**config.mk**
```make
export PLATFORM = sky130hd
export DESIGN_NAME = shift_arbiter
export DESIGN_NICKNAME = d
export VERILOG_FILES = /design/src/rtl/shift_arbiter.sv
export SDC_FILE = /design/constraint.sdc
export NUM_CORES = 1
export LEC_CHECK = 0
export CAP_MARGIN = 20
export CORE_UTILIZATION = 45
export CTS_BUF_LIST = sky130_fd_sc_hd__clkbuf_4 sky130_fd_sc_hd__clkbuf_8
export CTS_CLUSTER_DIAMETER = 40
export DETAILED_ROUTE_END_ITERATION = 8
export PLACE_DENSITY = 0.78
export SKIP_LAST_GASP = 1
export SYNTH_ARGS = -nofsm -noshare
export SYNTH_HDL_FRONTEND = slang
export SYNTH_SLANG_ARGS = --single-unit
```
**constraint.sdc**
```tcl
create_clock -name i_clk -period 2.2 [get_ports i_clk]
set_input_delay 0.44 -clock i_clk [delete_from_list [all_inputs] [get_ports i_clk]]
set_output_delay 0.44 -clock i_clk [all_outputs]
set_load 0.05 [all_outputs]
```
**src/rtl/shift_arbiter.sv**
```systemverilog
// rtl/shift_arbiter.sv - round-robin share of one multi-cycle shifter between ALU (A) and LSU align (B)
// Optional: define SHIFT_ZERO_BYPASS_EN to answer amt==0 requests without touching the shifter.
module shift_arbiter #(
  parameter int TIMEOUT = 16,
  parameter int TW      = 8
) (
  input  logic        i_clk,
  input  logic        i_rst_n,
  input  logic        i_a_valid,
  output logic        o_a_accept,
  input  logic [31:0] i_a_op1,
  input  logic [4:0]  i_a_amt,
  input  logic [1:0]  i_a_dir,
  output logic        o_a_done,
  output logic [31:0] o_a_result,
  input  logic        i_b_valid,
  output logic        o_b_accept,
  input  logic [31:0] i_b_op1,
  input  logic [4:0]  i_b_amt,
  input  logic [1:0]  i_b_dir,
  output logic        o_b_done,
  output logic [31:0] o_b_result,
  output logic [31:0] o_sh_op1,
  output logic [4:0]  o_sh_amt,
  output logic [1:0]  o_sh_dir,
  output logic        o_sh_start,
  input  logic [31:0] i_sh_result,
  input  logic        i_sh_ready,
  output logic        o_timeout
);

  typedef enum logic [1:0] {S_IDLE, S_ISSUE, S_WAIT, S_RESP} state_t;

  localparam logic [TW-1:0] CNT_LAST = TW'(TIMEOUT - 1);

  state_t      state_q, state_d;
  logic        prio_q, prio_d;     // 0: A wins a tie, 1: B wins a tie
  logic        owner_q, owner_d;   // 0: A, 1: B
  logic [31:0] op1_q, op1_d;
  logic [4:0]  amt_q, amt_d;
  logic [1:0]  dir_q, dir_d;
  logic        busy_seen_q, busy_seen_d;
  logic [TW-1:0] cnt_q, cnt_d;
  logic [31:0] a_res_q, a_res_d;
  logic [31:0] b_res_q, b_res_d;
  logic        timeout_q, timeout_d;

  logic        grant_a, grant_b;
  logic [31:0] win_op1;
  logic [4:0]  win_amt;
  logic [1:0]  win_dir;
  logic        bypass;

  always_comb begin
    grant_a = 1'b0;
    grant_b = 1'b0;
    if (state_q == S_IDLE && i_rst_n && i_sh_ready) begin
      if (i_a_valid && (!i_b_valid || !prio_q)) begin
        grant_a = 1'b1;
      end else if (i_b_valid) begin
        grant_b = 1'b1;
      end
    end
  end

  assign win_op1 = grant_b ? i_b_op1 : i_a_op1;
  assign win_amt = grant_b ? i_b_amt : i_a_amt;
  assign win_dir = grant_b ? i_b_dir : i_a_dir;

`ifdef SHIFT_ZERO_BYPASS_EN
  assign bypass = (win_amt == 5'd0);
`else
  assign bypass = 1'b0;
`endif

  always_comb begin
    state_d     = state_q;
    prio_d      = prio_q;
    owner_d     = owner_q;
    op1_d       = op1_q;
    amt_d       = amt_q;
    dir_d       = dir_q;
    busy_seen_d = busy_seen_q;
    cnt_d       = cnt_q;
    a_res_d     = a_res_q;
    b_res_d     = b_res_q;
    timeout_d   = timeout_q;
    case (state_q)
      S_IDLE: begin
        if (grant_a || grant_b) begin
          owner_d = grant_b;
          op1_d   = win_op1;
          amt_d   = win_amt;
          dir_d   = win_dir;
          if (bypass) begin
            if (grant_b) b_res_d = win_op1;
            else         a_res_d = win_op1;
            state_d = S_RESP;
          end else begin
            state_d = S_ISSUE;
          end
        end
      end
      S_ISSUE: begin
        busy_seen_d = 1'b0;
        cnt_d       = '0;
        state_d     = S_WAIT;
      end
      S_WAIT: begin
        cnt_d = cnt_q + TW'(1);
        if (!i_sh_ready) busy_seen_d = 1'b1;
        // Ready seen before the shifter ever went busy is stale and ignored.
        if (busy_seen_q && i_sh_ready) begin
          if (owner_q) b_res_d = i_sh_result;
          else         a_res_d = i_sh_result;
          state_d = S_RESP;
        end else if (cnt_q == CNT_LAST) begin
          if (owner_q) b_res_d = '0;
          else         a_res_d = '0;
          timeout_d = 1'b1;
          state_d   = S_RESP;
        end
      end
      S_RESP: begin
        prio_d  = ~owner_q;
        state_d = S_IDLE;
      end
      default: state_d = S_IDLE;
    endcase
  end

  always_ff @(posedge i_clk or negedge i_rst_n) begin
    if (!i_rst_n) begin
      state_q     <= S_IDLE;
      prio_q      <= 1'b0;
      owner_q     <= 1'b0;
      op1_q       <= '0;
      amt_q       <= '0;
      dir_q       <= '0;
      busy_seen_q <= 1'b0;
      cnt_q       <= '0;
      a_res_q     <= '0;
      b_res_q     <= '0;
      timeout_q   <= 1'b0;
    end else begin
      state_q     <= state_d;
      prio_q      <= prio_d;
      owner_q     <= owner_d;
      op1_q       <= op1_d;
      amt_q       <= amt_d;
      dir_q       <= dir_d;
      busy_seen_q <= busy_seen_d;
      cnt_q       <= cnt_d;
      a_res_q     <= a_res_d;
      b_res_q     <= b_res_d;
      timeout_q   <= timeout_d;
    end
  end

  assign o_a_accept = grant_a;
  assign o_b_accept = grant_b;
  assign o_a_done   = (state_q == S_RESP) && !owner_q;
  assign o_b_done   = (state_q == S_RESP) &&  owner_q;
  assign o_a_result = a_res_q;
  assign o_b_result = b_res_q;
  assign o_sh_op1   = op1_q;
  assign o_sh_amt   = amt_q;
  assign o_sh_dir   = dir_q;
  assign o_sh_start = (state_q == S_ISSUE);
  assign o_timeout  = timeout_q;

endmodule

```
* Word level (Yosys, flattened, before mapping) *
Index checks and enable logic that the tools add are counted.

storage, ports and cells
  output and inout port bits = 109
  memories kept = 0
  logic and storage cells = 68
  RAM bits = 0
  register bits after elaboration = 117
  bits in read-only memories = 0
  latch bits = 0

cells by class
  equal/unequal tests = 11
  bitwise gates (word level) = 2
  reduce and logical (&&, ||, !) cells = 20
  muxes and demuxes = 23
  $add $sub $neg = 1
  divide/modulo/power cells = 0
  shift operators = 0
  magnitude comparators = 0
  multiply operators = 0

operator list
  operator                                                count
  2-to-1 mux 32 bit                                       9
  case mux 8 bit (2 select lines)                         1
  inequality test 2 bit (second input constant)           5
  adder 8 x 1 -> 8 bit (second input constant)            1
  == test 8 x 4 -> 1 bit (second input constant)          1
  2-to-1 mux 2 bit                                        4
  case mux 2 bit (4 select lines)                         1
  AND reduction 4 bit                                     2
  logical AND 1 bit                                       6
  2-to-1 mux 1 bit                                        6
  AND reduction 2 bit                                     3
  2-to-1 mux 5 bit                                        1
  == test 2 bit (second input constant)                   2
  nonzero test 2 bit                                      2
  logical NOT 1 bit                                       3
  inequality test 3 bit (second input constant)           1
  AND reduction 3 bit                                     1
  == test 2 x 1 -> 1 bit (second input constant)          1
  logical NOT 2 bit                                       1
  logical OR 1 bit                                        2
  inequality test 2 x 1 -> 1 bit (second input constant)  1
  inverter 1 bit                                          2
  case mux 1 bit (2 select lines)                         1

* Logic depth before layout (Yosys ltp) *
Gate-level depths: netlist of the first run.

  depth after elaboration = 8
  gate-level depth with buffers = 7
  gate-level depth less buffers = 5

* Least setup slack after synthesis of the first run *
OpenSTA, ideal clock, no wires.

  kind = register to output
  from = register state_q[0]
  to = output o_b_accept
  buffers on the path = 1
  stages on the path, launching flop included = 6
  data required time = 1.760 ns
  slack = 0.059 ns
  data arrival time = 1.701 ns
  cells stage by stage = dfrtp_1 inv_1 ha_1 nand3_1 nor3b_2 clkbuf_1

on the way
  longest elaborated chain between the ends = 4

RTL lines
  item                             RTL line  source
  start: declaration               36        state_t state_q, state_d;
  start signal: assignment         146       state_q <= state_d;
  logical NOT 2 bit                57        if (state_q == S_IDLE && i_rst_n && i_sh_ready) begin
  logical AND 1 bit (2 in series)  57
  2-to-1 mux 1 bit                 57
  end: declaration                 17        output logic o_b_accept,

Every way passes these cells.

* Final worst setup path of the first run *
  from = register state_q[1]
  to = output o_b_accept

Same word-level chain as after synthesis.

==> results.py, run 1 <==
metrics = {
    "status": {
        "status": "completed",
    },
    "clock_tree": {
        "cts_tree": "built",
        "clk-insertion-delay-late_ps": 420,
        "cts_num_sinks": 117,
        "clockBufferDepth": 2,
        "cts_inserted_buffers": 17,
        "ctsRootBufferMaster": "clkbuf_8",
        "h-tree-depth": 4,
        "clk_pin_slew_ps": 70,
    },
    "job": {
        "drv_cap": 0,
    },
    "floorplanning": {
        "dieArea_mm2": 0.0130,
        "core_area_mm2": 0.0122,
        "die_y_um": 114,
        "start_util": 0.466,
        "dieWidth_um": 114,
        "rows": 40,
        "ios": 224,
    },
    "setup_path": {
        "slowest_delay_ps": 400,
        "path_class": "reg -> out",
        "cp_slowest_cell": "dfrtp_1",
        "r2r-end": "o_b_result[31]$_DFFE_PN0P_",
        "critPathMaxFanout": 4,
        "worstRegToRegCells": 4,
        "worstPathArrival_ps": 1710,
        "path_cells": "inv_2, ha_4, nand3_4, nor3b_4, buf_6, buf_12",
        "cp-start-kind": "flop",
        "r2r-start": "cnt_q[4]$_DFFE_PN0P_",
        "r2r_slack_ps": 210,
        "cp-end-kind": "output port",
        "worst-endpoint-required_ps": 1760,
    },
    "final_layout": {
        "mostFrequentLayoutCell": "clkdlybuf4s50_1",
        "final_util": 0.719,
        "area_delta_synth_final_pct": 54.4,
        "final_cell_mix": "clkdlybuf4s50_1 (215), dfrtp_1 (117), nand2_1 (70), a22oi_1 (64), o211ai_2 (40)",
        "fillers": 888,
        "drive_above_1_share": 0.161,
        "nNetsFinal": 849,
        "final_cells": 910,
    },
    "timing": {
        "relSlewSlack": 0.601,
        "finalHoldViolCount": 0,
        "period_share": 0.975,
        "final.setup.tns_ps": 0,
        "fin_hold_ws_ps": 149,
        "worst_pin_slew_ps": 598,
        "maxSlewViolCount": 0,
        "final.setup_skew_ps": 8.08,
        "rsz0062_at_grt": "yes",
        "setup_slack_ps": 54.3,
        "final-setup-viol-count": 0,
        "fmax_ghz": 0.466,
        "fin_crit_ps": 2150,
    },
    "grt": {
        "antenna_found_initial": 1,
        "grt_pass1_vias": 5387,
        "grt_max_degree": 108,
        "grt_pass1_wl_um": 28000,
        "grt_usage": 0.279,
        "grt_overflow_total": 0,
    },
    "placed_design": {
        "portBuffers": 223,
        "hpwl_um": 12200,
        "place_inst": 868,
        "place_ws_ps": 97.3,
        "gp_congestion": 0.859,
    },
    "logic_synthesis": {
        "syn_avg_cell_area_um2": 11.2,
        "yosysTopAreaCellShare": 0.517,
        "synth_area_leaders": "dfrtp_1 (52%), o211ai_2 (8.8%), a22oi_1 (8.5%)",
        "synth_area_mm2": 0.00567,
        "syn-num-nets": 628,
        "synth_cell_types": 39,
        "synthCells": 508,
        "postSynth.asyncResetShare": 1.00,
        "yosys_warnings": 0,
        "ys_seq_elements": 117,
        "synth_edf_count": 0,
        "synth_seq_area_share": 0.517,
        "yosys_most_used_dff": "dfrtp_1",
        "yosys.area.top_type": "dfrtp_1",
    },
    "routing": {
        "drt-initial-drc-count": 394,
        "drc": 0,
        "wl_um": 17700,
        "routedWlPerCell_um": 19.5,
        "antenna_left": 0,
        "drtPass1Iterations": 5,
        "vias_per_cell": 5.79,
        "via_count": 5273,
    },
    "power": {
        "seq_power_share": 0.268,
        "power_frac_comb": 0.551,
        "intPower_uw": 7240,
        "clkPwrFrac": 0.181,
        "power.leakage_uw": 0.00359,
        "swShare": 0.444,
        "p_per_area_mw_per_mm2": 1490,
        "power.switching_uw": 5790,
        "ir_worst_vdd_v": 0.00106,
    },
    "worst_hold_path": {
        "min_path_type": "in -> async",
    },
}
cell usage after synthesis, drive strengths merged (4+ instances only):
library cell and number:
clkbuf 41, inv 7, o211ai 66, dfrtp 117
and2 40, a221o 39, o21ai 6, a22oi 64
ha 5, nand2 71, nor2 4, buf 9
nand3 4
state kept, by name, summed over array words and instances, names as in the netlist:
signal,count
cnt_q,8
owner_q,1
o_b_result,32
prio_q,1
o_sh_dir,2
o_a_result,32
state_q,2
o_sh_op1,32
o_sh_amt,5
o_timeout,1
busy_seen_q,1
cell families after synthesis:
family,Yosys count,synth area share
DFF,117,0.517
adders and majority gates,5,0.0110
muxes,1,0.00177
and+or+nand+nor,138,0.121
AOI/OAI and AO/OA,190,0.304
buffers and inverters,57,0.0451
routing by layer:
layer	track usage	share of wire	vias to the layer above
met5	0	0	-
met4	0.0935	0.018	0
met3	0.0815	0.084	22
met2	0.465	0.49	244
met1	0.348	0.41	2610
li1	-	-	2397
power groups by stage:
stage / Sequential [uW] / Combinational [uW] / Clock, uW
floorplan: 5790 / 2290 / 0
global placement: 3490 / 6880 / 0
detailed placement: 3520 / 7050 / 0
CTS: 3500 / 7140 / 2400
global route: 3580 / 7600 / 2520
finish: 3490 / 7180 / 2360
how the worst max path moves through the flow:
stage,slack [ps],startpoint,end,cells after the start
detailed placement,100,i_a_valid,o_sh_amt[1]$_DFFE_PN0P_,5
global placement,140,i_sh_ready,o_b_accept,5
global route,-40,state_q[1]$_DFFE_PN0P_,o_b_accept,6
floorplan,60,state_q[0]$_DFFE_PN0P_,o_b_accept,5
finish,50,state_q[1]$_DFFE_PN0P_,o_b_accept,6
CTS,6,state_q[0]$_DFFE_PN0P_,o_b_accept,6
stage by stage:
stage          instance area [um2]  power [uW]
5_1_grt                       8740       13700
2_1_floorplan                 5670        8080
3_5_place_dp                  8150       10600
4_1_cts                       8690       13000
6_report                      8750       13000
3_3_place_gp                  8150       10400
critical path, delay by kind of cell, from the launching register on:
kind / cells / cell delay, ps
adder cells (fa/ha/maj): 1 / 190
buffers and inverters: 3 / 370
flip-flops: 1 / 400
AND/OR/NAND/NOR: 2 / 320
area by class of cell:
| class | instances | area, um2 | share of cell area |
|---|---|---|---|
| clock buffers | 23 | 317 | 0.0362 |
| diodes | 1 | 2.50 | 0.000286 |
| well taps | 168 | 210 | 0.0240 |
| flip-flops and latches | 117 | 2930 | 0.335 |
| multi-input cells | 334 | 2550 | 0.291 |
| repair buffers | 252 | 2550 | 0.291 |
| inverters | 7 | 26.3 | 0.00300 |
| clock inverters | 8 | 168 | 0.0192 |
repair_timing:
item                       4_1_cts  5_1_grt
hold buffers                     1        0
pin swaps                        0        2
gates resized for setup          5        2
setup buffers                    3        6
hold endpoints to repair        10        0
setup endpoints to repair        2        2
Note: power is estimated with default switching activity, not from simulation.
==> inputs of run 2 (changes only) <==
--- a/config.mk
+++ b/config.mk
@@ -6,11 +6,10 @@
 export NUM_CORES = 1
 export LEC_CHECK = 0
 export CAP_MARGIN = 20
-export CORE_UTILIZATION = 45
+export CORE_UTILIZATION = 30
 export CTS_BUF_LIST = sky130_fd_sc_hd__clkbuf_4 sky130_fd_sc_hd__clkbuf_8
-export CTS_CLUSTER_DIAMETER = 40
 export DETAILED_ROUTE_END_ITERATION = 8
-export PLACE_DENSITY = 0.78
+export PLACE_DENSITY = 0.55
 export SKIP_LAST_GASP = 1
 export SYNTH_ARGS = -nofsm -noshare
 export SYNTH_HDL_FRONTEND = slang
==> constraint.sdc (replaced) <==
create_clock -name i_clk -period 2.5 [get_ports i_clk]
set_input_delay 0.5 -clock i_clk [delete_from_list [all_inputs] [get_ports i_clk]]
set_output_delay 0.5 -clock i_clk [all_outputs]
set_load 0.05 [all_outputs]
==> run 2 against run 1 <==
  * Global-route usage is 8.4 points lower
  * First-iteration DRC count is 39% lower
  * Final cell count is 5.8% higher
  * Hold slack better by 71 ps
  * Via count is 2.5% lower
  * Die area is 49% higher
  * Clock skew is 3.0 ps higher
  * Critical path depth stayed put
==> results.py, run 2 (synthesis results as in run 1) <==
metrics = {
    "timing": {
        "finalHoldViolCount": 0,
        "period_share": 0.953,
        "final-setup-viol-count": 0,
        "fin_hold_ws_ps": 220,
        "final.setup.tns_ps": 0,
        "fin_crit_ps": 2380,
        "final.setup_skew_ps": 11.1,
        "relSlewSlack": 0.364,
        "worst_pin_slew_ps": 954,
        "fmax_ghz": 0.420,
        "maxSlewViolCount": 0,
    },
    "routing": {
        "antenna_left": 0,
        "drt-initial-drc-count": 239,
        "drc": 0,
        "routedWlPerCell_um": 19.4,
        "wl_um": 18600,
        "drtPass1Iterations": 4,
        "via_count": 5139,
        "vias_per_cell": 5.34,
    },
    "status": {
        "status": "completed",
    },
    "clock_tree": {
        "clk_pin_slew_ps": 70,
        "cts_inserted_buffers": 17,
        "h-tree-depth": 4,
        "ctsRootBufferMaster": "clkbuf_8",
        "cts_tree": "built",
        "clockBufferDepth": 2,
        "clk-insertion-delay-late_ps": 440,
        "cts_num_sinks": 117,
    },
    "power": {
        "power_frac_comb": 0.548,
        "power.leakage_uw": 0.00355,
        "p_total_uw": 11300,
        "ir_worst_vdd_v": 0.000735,
        "clkPwrFrac": 0.180,
        "swShare": 0.446,
        "power.switching_uw": 5030,
        "intPower_uw": 6250,
        "seq_power_share": 0.272,
        "p_per_area_mw_per_mm2": 1300,
    },
    "final_layout": {
        "final_util": 0.478,
        "area_delta_synth_final_pct": 53.8,
        "drive_above_1_share": 0.147,
        "diodes": 0,
        "nNetsFinal": 841,
        "mostFrequentLayoutCell": "clkdlybuf4s50_1",
        "fillers": 1640,
        "final_cell_mix": "clkdlybuf4s50_1 (217), dfrtp_1 (117), nand2_1 (70), a22oi_1 (64), o211ai_2 (40)",
    },
    "floorplanning": {
        "ios": 224,
        "dieWidth_um": 139,
        "die_y_um": 139,
        "rows": 49,
        "dieArea_mm2": 0.0194,
        "start_util": 0.311,
        "core_area_mm2": 0.0182,
    },
    "grt": {
        "grt_overflow_total": 0,
        "grt_max_degree": 119,
        "antenna_found_initial": 0,
        "grt_pass1_vias": 5303,
        "grt_pass1_wl_um": 29600,
        "grt_usage": 0.195,
    },
    "placed_design": {
        "hpwl_um": 12600,
        "portBuffers": 223,
        "gp_congestion": 0.789,
    },
    "job": {
        "drv_cap": 0,
    },
    "setup_path": {
        "path_class": "reg -> out",
        "cp-end-kind": "output port",
        "worstPathArrival_ps": 1880,
        "cp-start-kind": "flop",
        "worst-endpoint-required_ps": 2000,
        "critPathMaxFanout": 11,
    },
    "worst_hold_path": {
        "min_path_type": "in -> async",
    },
}
-- run 2: cell types whose count changed in the layout (fill, tap and decap cells not counted), sizes merged --
cell           delta
clkinvlp          -1
diode             -1
buf              -12
dlygate4sd2       +2
clkinv            +3
dlygate4sd3       -1
clkdlybuf4s50     +2
-- run 2: layer usage --
metal  vias to the layer above  GRT usage  share of wire
li1                       2362          -              -
met1                      2538      0.251           0.45
met2                       213      0.302           0.45
met3                        26     0.0767          0.087
met4                         0     0.0585          0.015
met5                         -          0              0
-- run 2: layout make-up --
class                           count  area (um2)  share of cell area
Tap cell                          229         287              0.0329
Inverter                            7        26.3             0.00302
Multi-Input combinational cell    334        2530               0.291
Clock inverter                     10         175              0.0201
Clock buffer                       22         290              0.0333
Timing Repair Buffer              244        2470               0.284
Sequential cell                   117        2930               0.336
-- run 2: final timing paths --
path	start	to	slack (ps)	cells after the start
min reg2reg	o_timeout$_DFFE_PN0P_	o_timeout$_DFFE_PN0P_	470	1
max reg2reg	cnt_q[0]$_DFFE_PN0P_	o_a_result[31]$_DFFE_PN0P_	530	5
min in group i_clk	o_timeout$_DFFE_PN0P_	o_timeout$_DFFE_PN0P_	470	1
min	i_rst_n	cnt_q[1]$_DFFE_PN0P_	220	2
max	state_q[0]$_DFFE_PN0P_	o_b_accept	120	6
max in group asynchronous	i_rst_n	o_a_result[14]$_DFFE_PN0P_	1790	2
-- run 2: worst max-delay path: stages (launching register included) --
cell,delay [ps]
dfrtp_1,420
inv_2,120
ha_4,170
nand3_1,120
nor3b_4,300
buf_12,180
buf_12,140
-- run 2: metrics by stage --
step	instance area [um2]	instances	worst slack (ps)
2_1_floorplan	5670	508	299
3_3_place_gp	8200	929	227
3_5_place_dp	8200	929	223
4_1_cts	8670	961	3.42
5_1_grt	8710	963	-10.4
6_report	8710	963	116
-- run 2: timing repair --
action | CTS | global route
gates resized for setup | 3 | 3
setup endpoints to repair | 3 | 1
pin swaps | 0 | 1
buffers inserted | 0 | 1
hold buffers | 0 | 0
gates cloned | 0 | 1
endpoints found under the hold margin | 0 | 0
-- run 2: power by group through the flow --
stage	logic [uW]	clock network (uW)	registers [uW]
5_1_grt	6540	2190	3160
3_3_place_gp	6100	0	3070
4_1_cts	6190	2110	3070
6_report	6180	2030	3070
2_1_floorplan	2010	0	5100
3_5_place_dp	6180	0	3090
==> inputs of run 3 (changes only) <==
--- a/config.mk
+++ b/config.mk
@@ -6,9 +6,11 @@
 export NUM_CORES = 1
 export LEC_CHECK = 0
 export CAP_MARGIN = 20
+export CORE_ASPECT_RATIO = 0.8
 export CORE_UTILIZATION = 30
 export CTS_BUF_LIST = sky130_fd_sc_hd__clkbuf_4 sky130_fd_sc_hd__clkbuf_8
 export DETAILED_ROUTE_END_ITERATION = 8
+export MAX_ROUTING_LAYER = met4
 export PLACE_DENSITY = 0.55
 export SKIP_LAST_GASP = 1
 export SYNTH_ARGS = -nofsm -noshare
==> run 3 against run 2 <==
  * Critical path depth is 1 lower
  * Clock power is 12% lower
  * Total power is 2.4% lower
  * Die area hardly changed
  * Register-to-register slack better by 80 ps
  * Final cell count is 2.2% higher
  * First-iteration DRC count is 21% higher
  * Routed wire length is 0.76% lower
  * Non-clock buffer count is 3 lower
  * Combinational power hardly changed
  * Cell area is 0.73% lower
  * Hold slack worse by 64 ps
==> results.py, run 3 (synthesis results as in run 1) <==
metrics = {
    "placed_design": {
        "hpwl_um": 12500,
        "place_ws_ps": 248,
        "placed_area_mm2": 0.00823,
        "gp_congestion": 0.772,
        "portBuffers": 223,
    },
    "timing": {
        "worst_pin_slew_ps": 598,
        "final-setup-viol-count": 0,
        "final.setup_skew_ps": 11.0,
        "relSlewSlack": 0.600,
        "maxSlewViolCount": 0,
        "final.setup.tns_ps": 0,
        "setup_slack_ps": 114,
        "finalHoldViolCount": 0,
        "fmax_ghz": 0.419,
        "period_share": 0.954,
        "fin_crit_ps": 2390,
        "rsz0062_at_grt": "no",
    },
    "setup_path": {
        "slowest_delay_ps": 420,
        "r2r_slack_ps": 610,
        "cp_slowest_cell": "dfrtp_1",
        "worstRegToRegCells": 6,
        "cp-startpoint": "state_q[1]$_DFFE_PN0P_",
        "r2r-end": "o_sh_op1[20]$_DFFE_PN0P_",
        "worstPathArrival_ps": 1890,
        "crit_buf_inv": 2,
        "cp-start-kind": "flop",
        "cp-end-kind": "output port",
        "critPathMaxFanout": 4,
        "worst-endpoint-required_ps": 2000,
        "path_class": "reg -> out",
        "crit_end": "o_b_accept",
        "critPathTopFamily": "simple AND/OR/NAND/NOR gates",
        "path_cells": "inv_1, ha_4, nand3_1, nor3b_4, buf_12",
        "r2r-start": "state_q[1]$_DFFE_PN0P_",
        "cp.depth": 5,
    },
    "final_layout": {
        "drive_above_1_share": 0.142,
        "nNetsFinal": 838,
        "final_cell_mix": "clkdlybuf4s50_1 (217), dfrtp_1 (117), nand2_1 (70), a22oi_1 (64), o211ai_2 (40)",
        "mostFrequentLayoutCell": "clkdlybuf4s50_1",
        "fin_area_mm2": 0.00865,
        "fillers": 1659,
        "diodes": 0,
        "area_delta_synth_final_pct": 52.6,
    },
    "routing": {
        "via_count": 5083,
        "wl_um": 18500,
        "routedWlPerCell_um": 18.8,
        "antenna_left": 0,
        "drtPass1Iterations": 5,
        "drc": 0,
        "vias_per_cell": 5.17,
        "drt-initial-drc-count": 290,
    },
    "clock_tree": {
        "cts_tree": "built",
        "cts_num_sinks": 117,
        "cts_inserted_buffers": 17,
        "cts_setup_buffers": 0,
        "clk-insertion-delay-late_ps": 440,
        "h-tree-depth": 4,
        "clockBufferDepth": 2,
        "clk_pin_slew_ps": 80,
        "ctsRootBufferMaster": "clkbuf_8",
    },
    "floorplanning": {
        "start_util": 0.309,
        "die_y_um": 125,
        "dieArea_mm2": 0.0194,
        "dieWidth_um": 156,
        "rows": 44,
        "core_area_mm2": 0.0183,
        "ios": 224,
    },
    "grt": {
        "grt_pass1_vias": 5369,
        "antenna_found_initial": 0,
        "grt_usage": 0.202,
        "grt_pass1_wl_um": 29400,
        "grt_max_degree": 46,
        "grt_overflow_total": 0,
    },
    "status": {
        "status": "completed",
    },
    "worst_hold_path": {
        "min_path_type": "in -> async",
    },
    "power": {
        "power.leakage_uw": 0.00349,
        "p_per_area_mw_per_mm2": 1270,
        "ir_worst_vdd_v": 0.000698,
    },
    "job": {
        "drv_cap": 0,
    },
}
## run 3: cell types whose count changed in the layout (fill, tap and decap cells not counted), sizes merged
cell / delta
buf: -2
clkinvlp: +2
bufinv: -3
## run 3: timing repair
item / 4_1_cts / 5_1_grt
pin swaps: 0 / 1
resized for setup: 2 / 3
endpoints found under the setup margin: 2 / 2
hold buffers: 0 / 0
## run 3: worst min path at each step
stage | to | slack [ps] | cells after the start
2_1_floorplan | busy_seen_q$_DFFE_PN0P_ | 200 | 0
3_3_place_gp | o_timeout$_DFFE_PN0P_ | 460 | 1
3_5_place_dp | o_timeout$_DFFE_PN0P_ | 460 | 1
4_1_cts | o_sh_op1[30]$_DFFE_PN0P_ | 150 | 2
5_1_grt | o_sh_op1[3]$_DFFE_PN0P_ | 170 | 2
6_report | o_sh_op1[3]$_DFFE_PN0P_ | 160 | 2
## run 3: worst reg2reg max path, stage by stage, from the launching register on
cell     delay [ps]
dfrtp_1         420
inv_1           150
ha_4            180
nand3_1         140
nor3b_4         370
buf_4           350
a221o_1         210
## run 3: per-stage QoR
stage	power, uW	utilization	std cells	hold WS (ps)
floorplan	7110	-	508	204
global placement	9160	0.449	952	457
detailed placement	9250	0.449	952	462
CTS	11100	0.471	984	148
global route	11600	0.472	984	170
finish	11000	0.472	984	156
## run 3: power breakdown
group	switching, uW	total (uW)	internal (uW)
clock	784	1790	1010
combinational	3770	6180	2410
sequential	512	3060	2540
## run 3: layout make-up
| cell class | count | area [um2] | area share |
|---|---|---|---|
| clock buffer | 23 | 304 | 0.0352 |
| clock inverter | 9 | 100 | 0.0116 |
| inverter | 7 | 26.3 | 0.00304 |
| multi-input combinational | 334 | 2540 | 0.294 |
| sequential | 117 | 2930 | 0.339 |
| tap | 253 | 317 | 0.0366 |
| timing repair buffer | 241 | 2430 | 0.281 |
## run 3: routing by layer
layer	vias to the layer above	GRT usage	part of all wire
met4	0	0.0669	0.013
met5	-	-	0
met1	2523	0.252	0.45
met2	185	0.306	0.45
met3	18	0.0668	0.084
li1	2357	-	-
